### src/rtl/vend_sequencer.sv
// Coin-operated vend sequencer: accumulates credit, requests a vend, then pays change one nickel at a time.
// Optional idle auto-refund in CREDIT is built only when VEND_TIMEOUT_EN is defined.
//
// state     | meaning
// ----------+-----------------------------------------------
// ST_IDLE   | no credit, coins accepted
// ST_CREDIT | 0 < credit < PRICE_UNITS, coins accepted
// ST_VEND   | vend_req held until the dispenser acks
// ST_CHANGE | change_req held while nickels are still owed
`timescale 1ns/1ps

module vend_sequencer #(
    parameter int PRICE_UNITS    = 4,
    parameter int TIMEOUT_CYCLES = 1000
) (
    input  logic       clk,
    input  logic       rst_n,
    input  logic       i_coin_valid,
    input  logic [1:0] i_coins,
    input  logic       i_cancel,
    input  logic       i_vend_ack,
    input  logic       i_change_ack,
    output logic       o_coin_ready,
    output logic       o_coin_reject,
    output logic       o_vend_req,
    output logic       o_change_req,
    output logic [3:0] o_credit,
    output logic [3:0] o_change_left,
    output logic       o_busy
);

    typedef enum logic [1:0] {
        ST_IDLE   = 2'd0,
        ST_CREDIT = 2'd1,
        ST_VEND   = 2'd2,
        ST_CHANGE = 2'd3
    } state_t;

    localparam logic [3:0] LP_PRICE = 4'(PRICE_UNITS);

    state_t     r_state;
    state_t     w_state_nxt;
    logic [3:0] r_credit;
    logic [3:0] w_credit_nxt;
    logic [3:0] r_change_left;
    logic [3:0] w_change_left_nxt;
    logic       r_coin_reject;
    logic       w_coin_reject_nxt;
    logic       w_ready;
    logic       w_coin_ok;
    logic       w_cancel;
    logic       w_timeout;
    logic [3:0] w_coin_val;
    logic [3:0] w_sum;

    always_comb begin
        case (i_coins)
            2'b01:   w_coin_val = 4'd1;
            2'b10:   w_coin_val = 4'd2;
            2'b11:   w_coin_val = 4'd5;
            default: w_coin_val = 4'd0;
        endcase
    end

    assign w_ready   = (r_state == ST_IDLE) || (r_state == ST_CREDIT);
    assign w_coin_ok = i_coin_valid && w_ready && (i_coins != 2'b00);
    assign w_sum     = r_credit + w_coin_val;
    assign w_cancel  = i_cancel || w_timeout;

`ifdef VEND_TIMEOUT_EN
    localparam int CW = (TIMEOUT_CYCLES > 1) ? $clog2(TIMEOUT_CYCLES) : 1;
    localparam logic [CW-1:0] LP_TC = CW'(TIMEOUT_CYCLES - 1);

    logic [CW-1:0] r_tmo_cnt;

    assign w_timeout = (r_state == ST_CREDIT) && (r_tmo_cnt == LP_TC);

    // Counts only while staying in CREDIT with no new coin; cleared otherwise.
    always_ff @(posedge clk or negedge rst_n) begin
        if (!rst_n) begin
            r_tmo_cnt <= '0;
        end else if ((r_state == ST_CREDIT) && (w_state_nxt == ST_CREDIT) && !w_coin_ok) begin
            r_tmo_cnt <= r_tmo_cnt + 1'b1;
        end else begin
            r_tmo_cnt <= '0;
        end
    end
`else
    // Timeout length only matters when the auto-refund counter is built.
    assign w_timeout = 1'b0 && (TIMEOUT_CYCLES > 0);
`endif

    always_ff @(posedge clk or negedge rst_n) begin
        if (!rst_n) begin
            r_state       <= ST_IDLE;
            r_credit      <= 4'd0;
            r_change_left <= 4'd0;
            r_coin_reject <= 1'b0;
        end else begin
            r_state       <= w_state_nxt;
            r_credit      <= w_credit_nxt;
            r_change_left <= w_change_left_nxt;
            r_coin_reject <= w_coin_reject_nxt;
        end
    end

    always_comb begin
        w_state_nxt       = r_state;
        w_credit_nxt      = r_credit;
        w_change_left_nxt = r_change_left;
        w_coin_reject_nxt = i_coin_valid && !w_coin_ok;

        case (r_state)
            ST_IDLE, ST_CREDIT: begin
                if (w_coin_ok) begin
                    // A coin arriving with a cancel is refunded in full, never vended.
                    if (w_cancel) begin
                        w_change_left_nxt = w_sum;
                        w_credit_nxt      = 4'd0;
                        w_state_nxt       = ST_CHANGE;
                    end else if (w_sum >= LP_PRICE) begin
                        w_change_left_nxt = w_sum - LP_PRICE;
                        w_credit_nxt      = 4'd0;
                        w_state_nxt       = ST_VEND;
                    end else begin
                        w_credit_nxt      = w_sum;
                        w_state_nxt       = ST_CREDIT;
                    end
                end else if (w_cancel && (r_state == ST_CREDIT)) begin
                    w_change_left_nxt = r_credit;
                    w_credit_nxt      = 4'd0;
                    w_state_nxt       = ST_CHANGE;
                end
            end
            ST_VEND: begin
                if (i_vend_ack) begin
                    w_state_nxt = (r_change_left != 4'd0) ? ST_CHANGE : ST_IDLE;
                end
            end
            ST_CHANGE: begin
                if (r_change_left == 4'd0) begin
                    w_state_nxt = ST_IDLE;
                end else if (i_change_ack) begin
                    w_change_left_nxt = r_change_left - 4'd1;
                    if (r_change_left == 4'd1) begin
                        w_state_nxt = ST_IDLE;
                    end
                end
            end
            default: begin
                w_state_nxt = ST_IDLE;
            end
        endcase
    end

    assign o_coin_ready  = w_ready;
    assign o_coin_reject = r_coin_reject;
    assign o_vend_req    = (r_state == ST_VEND);
    assign o_change_req  = (r_state == ST_CHANGE) && (r_change_left != 4'd0);
    assign o_credit      = r_credit;
    assign o_change_left = r_change_left;
    assign o_busy        = (r_state == ST_VEND) || (r_state == ST_CHANGE);

endmodule

### config.mk
export PLATFORM = sky130hd
export DESIGN_NAME = vend_sequencer
export DESIGN_NICKNAME = d
export VERILOG_FILES = /design/src/rtl/vend_sequencer.sv
export SDC_FILE = /design/constraint.sdc
export NUM_CORES = 1
export LEC_CHECK = 0
export BUFFER_PORTS_ARGS = -buffer_cell sky130_fd_sc_hd__buf_2
export CORE_MARGIN = 1.5
export CORE_UTILIZATION = 34
export CTS_CLUSTER_DIAMETER = 80
export DETAILED_ROUTE_END_ITERATION = 7
export GPL_TIMING_DRIVEN = 0
export SYNTH_ARGS = -nofsm -noshare
export SYNTH_HDL_FRONTEND = slang
export SYNTH_SLANG_ARGS = --single-unit
### constraint.sdc
create_clock -name clk -period 2.8 [get_ports clk]
set_clock_uncertainty 0.1 [all_clocks]
set_input_delay 0.14 -clock clk [delete_from_list [all_inputs] [get_ports clk]]
set_output_delay 0.14 -clock clk [all_outputs]
set_load 0.01 [all_outputs]
==> metrics.cfg, run 1 <==
[floorplan]
core.rowCount = 18
initial_core_util = 0.3547
ios = 21
die_x_um = 53.61
die_y_um = 53.61
coreArea_um2 = 2455
dieArea_um2 = 2874

[detailed_routing]
drcViolationCount = 0
drtIter0Drc = 18
firstDrtPassIters = 5
final_antenna_net_count = 0
viasPerCell = 5.384
dr_total_vias = 813
wirelength_um = 1901
routedWlPerCell_um = 12.59

[timing]
setup_slack_ns = 0.2168
max_freq_mhz = 387.1
finalCritPeriodShare = 0.9226
layout_min_cycle_time_ns = 2.583
finalSetupTns_ns = 0
slew_headroom = 0.7665
rsz0062_at_grt = false
finalMaxSlewViolations = 0
hold_viol_final = 0
setup_viol = 0
tightest_slew_ns = 0.3479

[setup_path]
r2r_cells = 10
cp.arrival_ns = 2.64
cp-end-kind = flip-flop
crit_fanout = 7
crit_required_ns = 2.86
critPathSlowestCell = dfrtp_1
critPathLaunchType = flip-flop
cpPeakStageDelay_ns = 0.43
worstSetupPathType = flip-flop to flip-flop
cp_cell_sequence = ha_1 -> a21o_1 -> a21oi_2 -> xor2_1 -> ha_1 -> inv_1 -> a21oi_2 -> o31ai_4 -> o21ai_2 -> a22o_1

[layout]
diodes = 0
synthToLayoutAreaGrowth_pct = 19.83
seq_area_um2 = 275.3
final_common_cell = buf_2
multiInputGateArea_um2 = 546.8
final_nets = 138
layout-drive-gt1-share = 0.2975
num-fill-cells = 263
layout_common_cells = buf_2 (20), dfrtp_1 (11), nand2_1 (8), inv_1 (7), ha_1 (7)

[cts]
cts_tree = built
htree_num_levels = 1
clock_latency_ns = 0.27
cts_buffers = 3
post_cts_buffers = 0
clock_path_buffers = 2
cts_root_buffer = clkbuf_4
clock-sinks = 11
clkTransAtPathRegs_ns = 0.07

[placement]
hpwl_um = 1489
port-buffer-count = 19
dp_slack_ns = 0.003845
routabilityCongestion = 0.7480

[global_routing]
grt_pass1_vias = 701
grt_max_degree = 12
grt_overflow = 0
antenna_found_initial = 0
grt_first_pass_wirelength_um = 2994
gr-usage-all-layers = 0.1470

[power_and_ir_drop]
ir_drop_mv = 0.3985
p_seq_frac = 0.268
switching_power_mw = 0.4963
p_per_area_nw_per_um2 = 1013
power.leakage_nw = 0.4902
clockPowerShare = 0.104
p_comb_frac = 0.628
p_int_mw = 0.5609
p_sw_frac = 0.4695

[logic_synthesis]
ys_warn_count = 0
synth_fp_nets = 113
synthCells = 97
synth-seq-cells = 11
ys_seq_area_frac = 0.3161
syn_area_per_cell_um2 = 8.978
ys_types = 45
post_synth_instance_area_um2 = 870.8

[run_status]
outcome = completed

[hold_path]
min_path_cells = 2
worstHoldPathType = input port to flip-flop

[run]
drv_cap = 0

==> power by group through the flow <==
stage | combinational [mW] | sequential (mW) | clock, mW
after global placement | 0.656 | 0.284 | 0
after global routing | 0.746 | 0.295 | 0.119
after detailed placement | 0.666 | 0.288 | 0
final | 0.664 | 0.283 | 0.110
after CTS | 0.672 | 0.285 | 0.112
after floorplan | 0.463 | 0.298 | 0
==> cells by family after synthesis <==
group                    after synthesis  share of synthesized area
buffers and inverters                 12                    0.06033
AND/OR/NAND/NOR                       31                     0.1897
AO/OA/AOI/OAI                         30                     0.2543
XOR/XNOR                               3                    0.03018
adder cells (fa/ha/maj)                8                     0.1236
multiplexers                           2                    0.02586
flip-flops                            11                     0.3161
==> synth_stat cells (all sizes together) <==
cell type / instances / share of area
a211oi: 1 / 0.0086
a21o: 2 / 0.017
a21oi: 8 / 0.050
a22o: 2 / 0.020
a311oi: 1 / 0.010
a31oi: 2 / 0.014
a32o: 1 / 0.011
and2: 2 / 0.016
and3: 1 / 0.0072
buf: 2 / 0.014
clkbuf: 2 / 0.010
clkinv: 1 / 0.0057
dfrtp: 11 / 0.32
fa: 1 / 0.023
ha: 7 / 0.10
inv: 7 / 0.030
mux2: 2 / 0.026
nand2: 9 / 0.042
nand3: 2 / 0.011
nand4: 1 / 0.0072
nor2: 4 / 0.017
nor2b: 1 / 0.0072
nor3: 6 / 0.040
nor3b: 1 / 0.0086
nor4: 1 / 0.0072
nor4b: 1 / 0.010
o211ai: 1 / 0.0086
o21a: 1 / 0.017
o21ai: 7 / 0.045
o21bai: 1 / 0.0086
o31ai: 2 / 0.033
o32ai: 1 / 0.010
or2b: 1 / 0.0086
or3: 1 / 0.0072
xnor2: 1 / 0.010
xor2: 2 / 0.020
==> layer usage <==
layer / part of all wire / global-route usage / vias to the layer above
met2: 0.46 / 0.2366 / 24
met3: 0.046 / 0.03333 / 6
met1: 0.47 / 0.1879 / 381
li1: - / - / 402
met5: 0 / 0 / -
met4: 0.017 / 0.06410 / 0
==> critical path: cells and delay by family (launching register included) <==
| family | cells | cell delay, ns |
|---|---|---|
| compound gates | 6 | 1.18 |
| flops | 1 | 0.43 |
| buf+inv | 1 | 0.08 |
| fa+ha+maj | 2 | 0.57 |
| xor+xnor | 1 | 0.11 |
==> through the flow <==
| step | cell area, um2 | hold WS (ns) | utilization | std cells | power [mW] |
|---|---|---|---|---|---|
| 2_1_floorplan | 870.8 | -0.2556 | - | 97 | 0.7615 |
| 3_3_place_gp | 1003 | -0.07162 | 0.4088 | 146 | 0.9395 |
| 3_5_place_dp | 1003 | -0.07057 | 0.4088 | 146 | 0.9542 |
| 4_1_cts | 1040 | 0.01811 | 0.4235 | 151 | 1.068 |
| 5_1_grt | 1044 | 0.03304 | 0.4251 | 151 | 1.159 |
| 6_report | 1044 | 0.02078 | 0.4251 | 151 | 1.057 |
==> state kept, by name, summed over array words and instances (netlist names) <==
register / count
o_change_left: 4
o_coin_reject: 1
o_credit: 4
r_state: 2
==> path summary, 6_finish.rpt <==
path | slack [ns] | end | from
worst max-delay path | 0.22 | o_change_left[2] | o_credit[1]
worst min register to register | 0.46 | o_credit[2] | o_credit[2]
worst max register to register | 0.22 | o_change_left[2] | o_credit[1]
worst min-delay path | 0.02 | o_coin_reject | i_coin_valid
max in group asynchronous | 2.22 | o_change_left[1] | rst_n
min in group asynchronous | 0.17 | r_state[1] | rst_n
==> repair_timing <==
item,in CTS,in global routing
hold endpoints to repair,11,0
setup endpoints to repair,0,3
hold buffers,1,0
gates resized for setup,0,1
==> layout make-up <==
class                           count  area share
Sequential cell                    11      0.2638
Buffer                              4     0.02038
Multi-Input combinational cell     74      0.5240
Inverter                            8     0.02998
Tap cell                           30     0.03597
Timing Repair Buffer               20      0.1007
Clock buffer                        4     0.02518
Power figures use the tool's default switching activity.
==> run 2, diff against run 1 <==
--- a/config.mk
+++ b/config.mk
@@ -7,7 +7,8 @@
 export LEC_CHECK = 0
 export BUFFER_PORTS_ARGS = -buffer_cell sky130_fd_sc_hd__buf_2
 export CORE_MARGIN = 1.5
-export CORE_UTILIZATION = 34
+export CORE_UTILIZATION = 36
+export CTS_BUF_LIST = sky130_fd_sc_hd__clkbuf_4
 export CTS_CLUSTER_DIAMETER = 80
 export DETAILED_ROUTE_END_ITERATION = 7
 export GPL_TIMING_DRIVEN = 0
==> metrics.cfg, run 2 (synthesized netlist as in run 1, its figures left out) <==
[timing]
hold_viol_final = 0  ; unchanged
rsz0062_at_grt = false  ; unchanged
tightest_slew_ns = 0.3394  ; was 0.3479 ns
finalMaxSlewViolations = 0  ; unchanged
max_freq_mhz = 386.6  ; was 387.1 MHz
setup_viol = 0  ; unchanged
setup_slack_ns = 0.2135  ; was 0.2168 ns
finalSetupTns_ns = 0  ; unchanged
finalCritPeriodShare = 0.9238  ; was 0.9226
slew_headroom = 0.7722  ; was 0.7665
layout_min_cycle_time_ns = 2.587  ; was 2.583 ns

[power_and_ir_drop]
p_per_area_nw_per_um2 = 1010  ; was 1013 nW/um2
p_sw_frac = 0.4783  ; was 0.4695
p_seq_frac = 0.265  ; was 0.268
p_comb_frac = 0.629  ; was 0.628
p_int_mw = 0.5583  ; was 0.5609 mW
switching_power_mw = 0.5118  ; was 0.4963 mW
p_total_mw = 1.070  ; was 1.057 mW
power.leakage_nw = 0.4987  ; was 0.4902 nW
ir_drop_mv = 0.3877  ; was 0.3985 mV
clockPowerShare = 0.107  ; was 0.104

[cts]
clock_latency_ns = 0.28  ; was 0.27 ns
clkTransAtPathRegs_ns = 0.08  ; was 0.07 ns
clock_path_buffers = 2  ; unchanged
clock-sinks = 11  ; unchanged
cts_root_buffer = clkbuf_4  ; unchanged
post_cts_buffers = 0  ; unchanged
cts_buffers = 3  ; unchanged
cts_tree = built  ; unchanged
htree_num_levels = 1  ; unchanged

[setup_path]
ff2ff_setup_slack_ns = 0.21  ; was 0.22 ns
crit_required_ns = 2.86  ; about the same
worstSetupPathType = flip-flop to flip-flop  ; unchanged
crit_fanout = 7  ; unchanged
cp-end-kind = flip-flop  ; unchanged
cp.arrival_ns = 2.65  ; was 2.64 ns
critPathLaunchType = flip-flop  ; unchanged

[layout]
final_common_cell = buf_2  ; unchanged
synthToLayoutAreaGrowth_pct = 21.70  ; was 19.83%
design_area_um2 = 1060  ; was 1044 um2
layout_common_cells = buf_2 (20), dfrtp_1 (11), nand2_1 (8), inv_1 (7), ha_1 (7)  ; unchanged
final_util = 0.4700  ; was 0.4251
layout-drive-gt1-share = 0.3033  ; was 0.2975
diodes = 0  ; unchanged
final_nets = 139  ; was 138

[floorplan]
core.rowCount = 17  ; was 18
initial_core_util = 0.3862  ; was 0.3547
dieArea_um2 = 2723  ; was 2874 um2
ios = 21  ; unchanged
coreArea_um2 = 2255  ; was 2455 um2
die_x_um = 52.19  ; was 53.61 um
die_y_um = 52.19  ; was 53.61 um

[global_routing]
grt_pass1_vias = 780  ; was 701
grt_max_degree = 12  ; unchanged
antenna_found_initial = 0  ; unchanged
gr-usage-all-layers = 0.1712  ; was 0.1470
grt_overflow = 0  ; unchanged
grt_first_pass_wirelength_um = 3415  ; was 2994 um

[run]
drv_cap = 0  ; unchanged

[placement]
dp_slack_ns = -0.005415  ; was 0.003845 ns
post_dp_cell_area_um2 = 1001  ; was 1003 um2
routabilityCongestion = 0.7507  ; was 0.7480
port-buffer-count = 19  ; unchanged
hpwl_um = 1525  ; was 1489 um

[detailed_routing]
wirelength_um = 2017  ; was 1901 um
viasPerCell = 5.327  ; was 5.384
routedWlPerCell_um = 13.45  ; was 12.59 um
dr_total_vias = 799  ; was 813
final_antenna_net_count = 0  ; unchanged
firstDrtPassIters = 4  ; was 5
drcViolationCount = 0  ; unchanged
drtIter0Drc = 8  ; was 18

[hold_path]
worstHoldPathType = input port to flip-flop  ; unchanged

[run_status]
outcome = completed  ; unchanged

-- run 2: cell count changes in the layout (fill, tap and decap cells not counted) --
cell           previous run  this run
a21oi_2                   2         1
clkbuf_1                  2         1
dlygate4sd3_1             1         2
clkinv_2                  1         2
a21oi_4                   0         1
-- run 2: final timing paths --
kind	from	endpoint	depth (start not counted)
worst max-delay path	o_credit[1]	o_change_left[2]	10
worst min-delay path	i_vend_ack	r_state[0]	3
worst max register to register	o_credit[1]	o_change_left[2]	10
worst min register to register	o_credit[0]	o_credit[0]	1
max in group asynchronous	rst_n	o_credit[0]	2
min in group asynchronous	rst_n	r_state[0]	2
-- run 2: routing by layer --
layer,up-vias,wire length (um),part of all wire,track usage
met1,379,953,0.47,0.2075
met3,4,65,0.032,0.03429
met2,14,974,0.48,0.2975
met5,-,0,0,0
li1,402,-,-,-
met4,0,23,0.011,0.06410
-- run 2: through the flow --
step | hold WS (ns) | cells
6_report | 0.09123 | 150
5_1_grt | 0.1120 | 150
4_1_cts | 0.09179 | 150
3_5_place_dp | -0.06860 | 144
3_3_place_gp | -0.07264 | 144
2_1_floorplan | -0.2556 | 97
-- run 2: what timing repair did --
action / CTS / global route
setup endpoints to repair: 0 / 3
hold buffers: 2 / 0
resized for setup: 0 / 2
endpoints found under the hold margin: 12 / 0
-- run 2: power groups by stage --
stage	sequential [mW]	clock (mW)	combinational [mW]
2_1_floorplan	0.298	0	0.463
3_3_place_gp	0.284	0	0.652
5_1_grt	0.295	0.123	0.776
4_1_cts	0.284	0.118	0.671
3_5_place_dp	0.287	0	0.668
6_report	0.283	0.114	0.673
-- run 2: worst max-delay path: stages, from the launching register on --
cell and delay [ns]:
dfrtp_1 0.44, ha_1 0.31, a21o_1 0.21, a21oi_4 0.21, xor2_1 0.09, ha_1 0.27, inv_1 0.09, a21oi_2 0.07
o31ai_4 0.38, o21ai_2 0.09, a22o_1 0.23
-- run 2: layout make-up --
class	count	area [um2]
buffer	4	21.27
clock buffer	3	22.52
multi-input combinational	74	554.3
inverter	8	31.28
sequential	11	275.3
tap	28	35.03
timing repair buffer	21	115.1
fill	240	1195
clock inverter	1	5.005
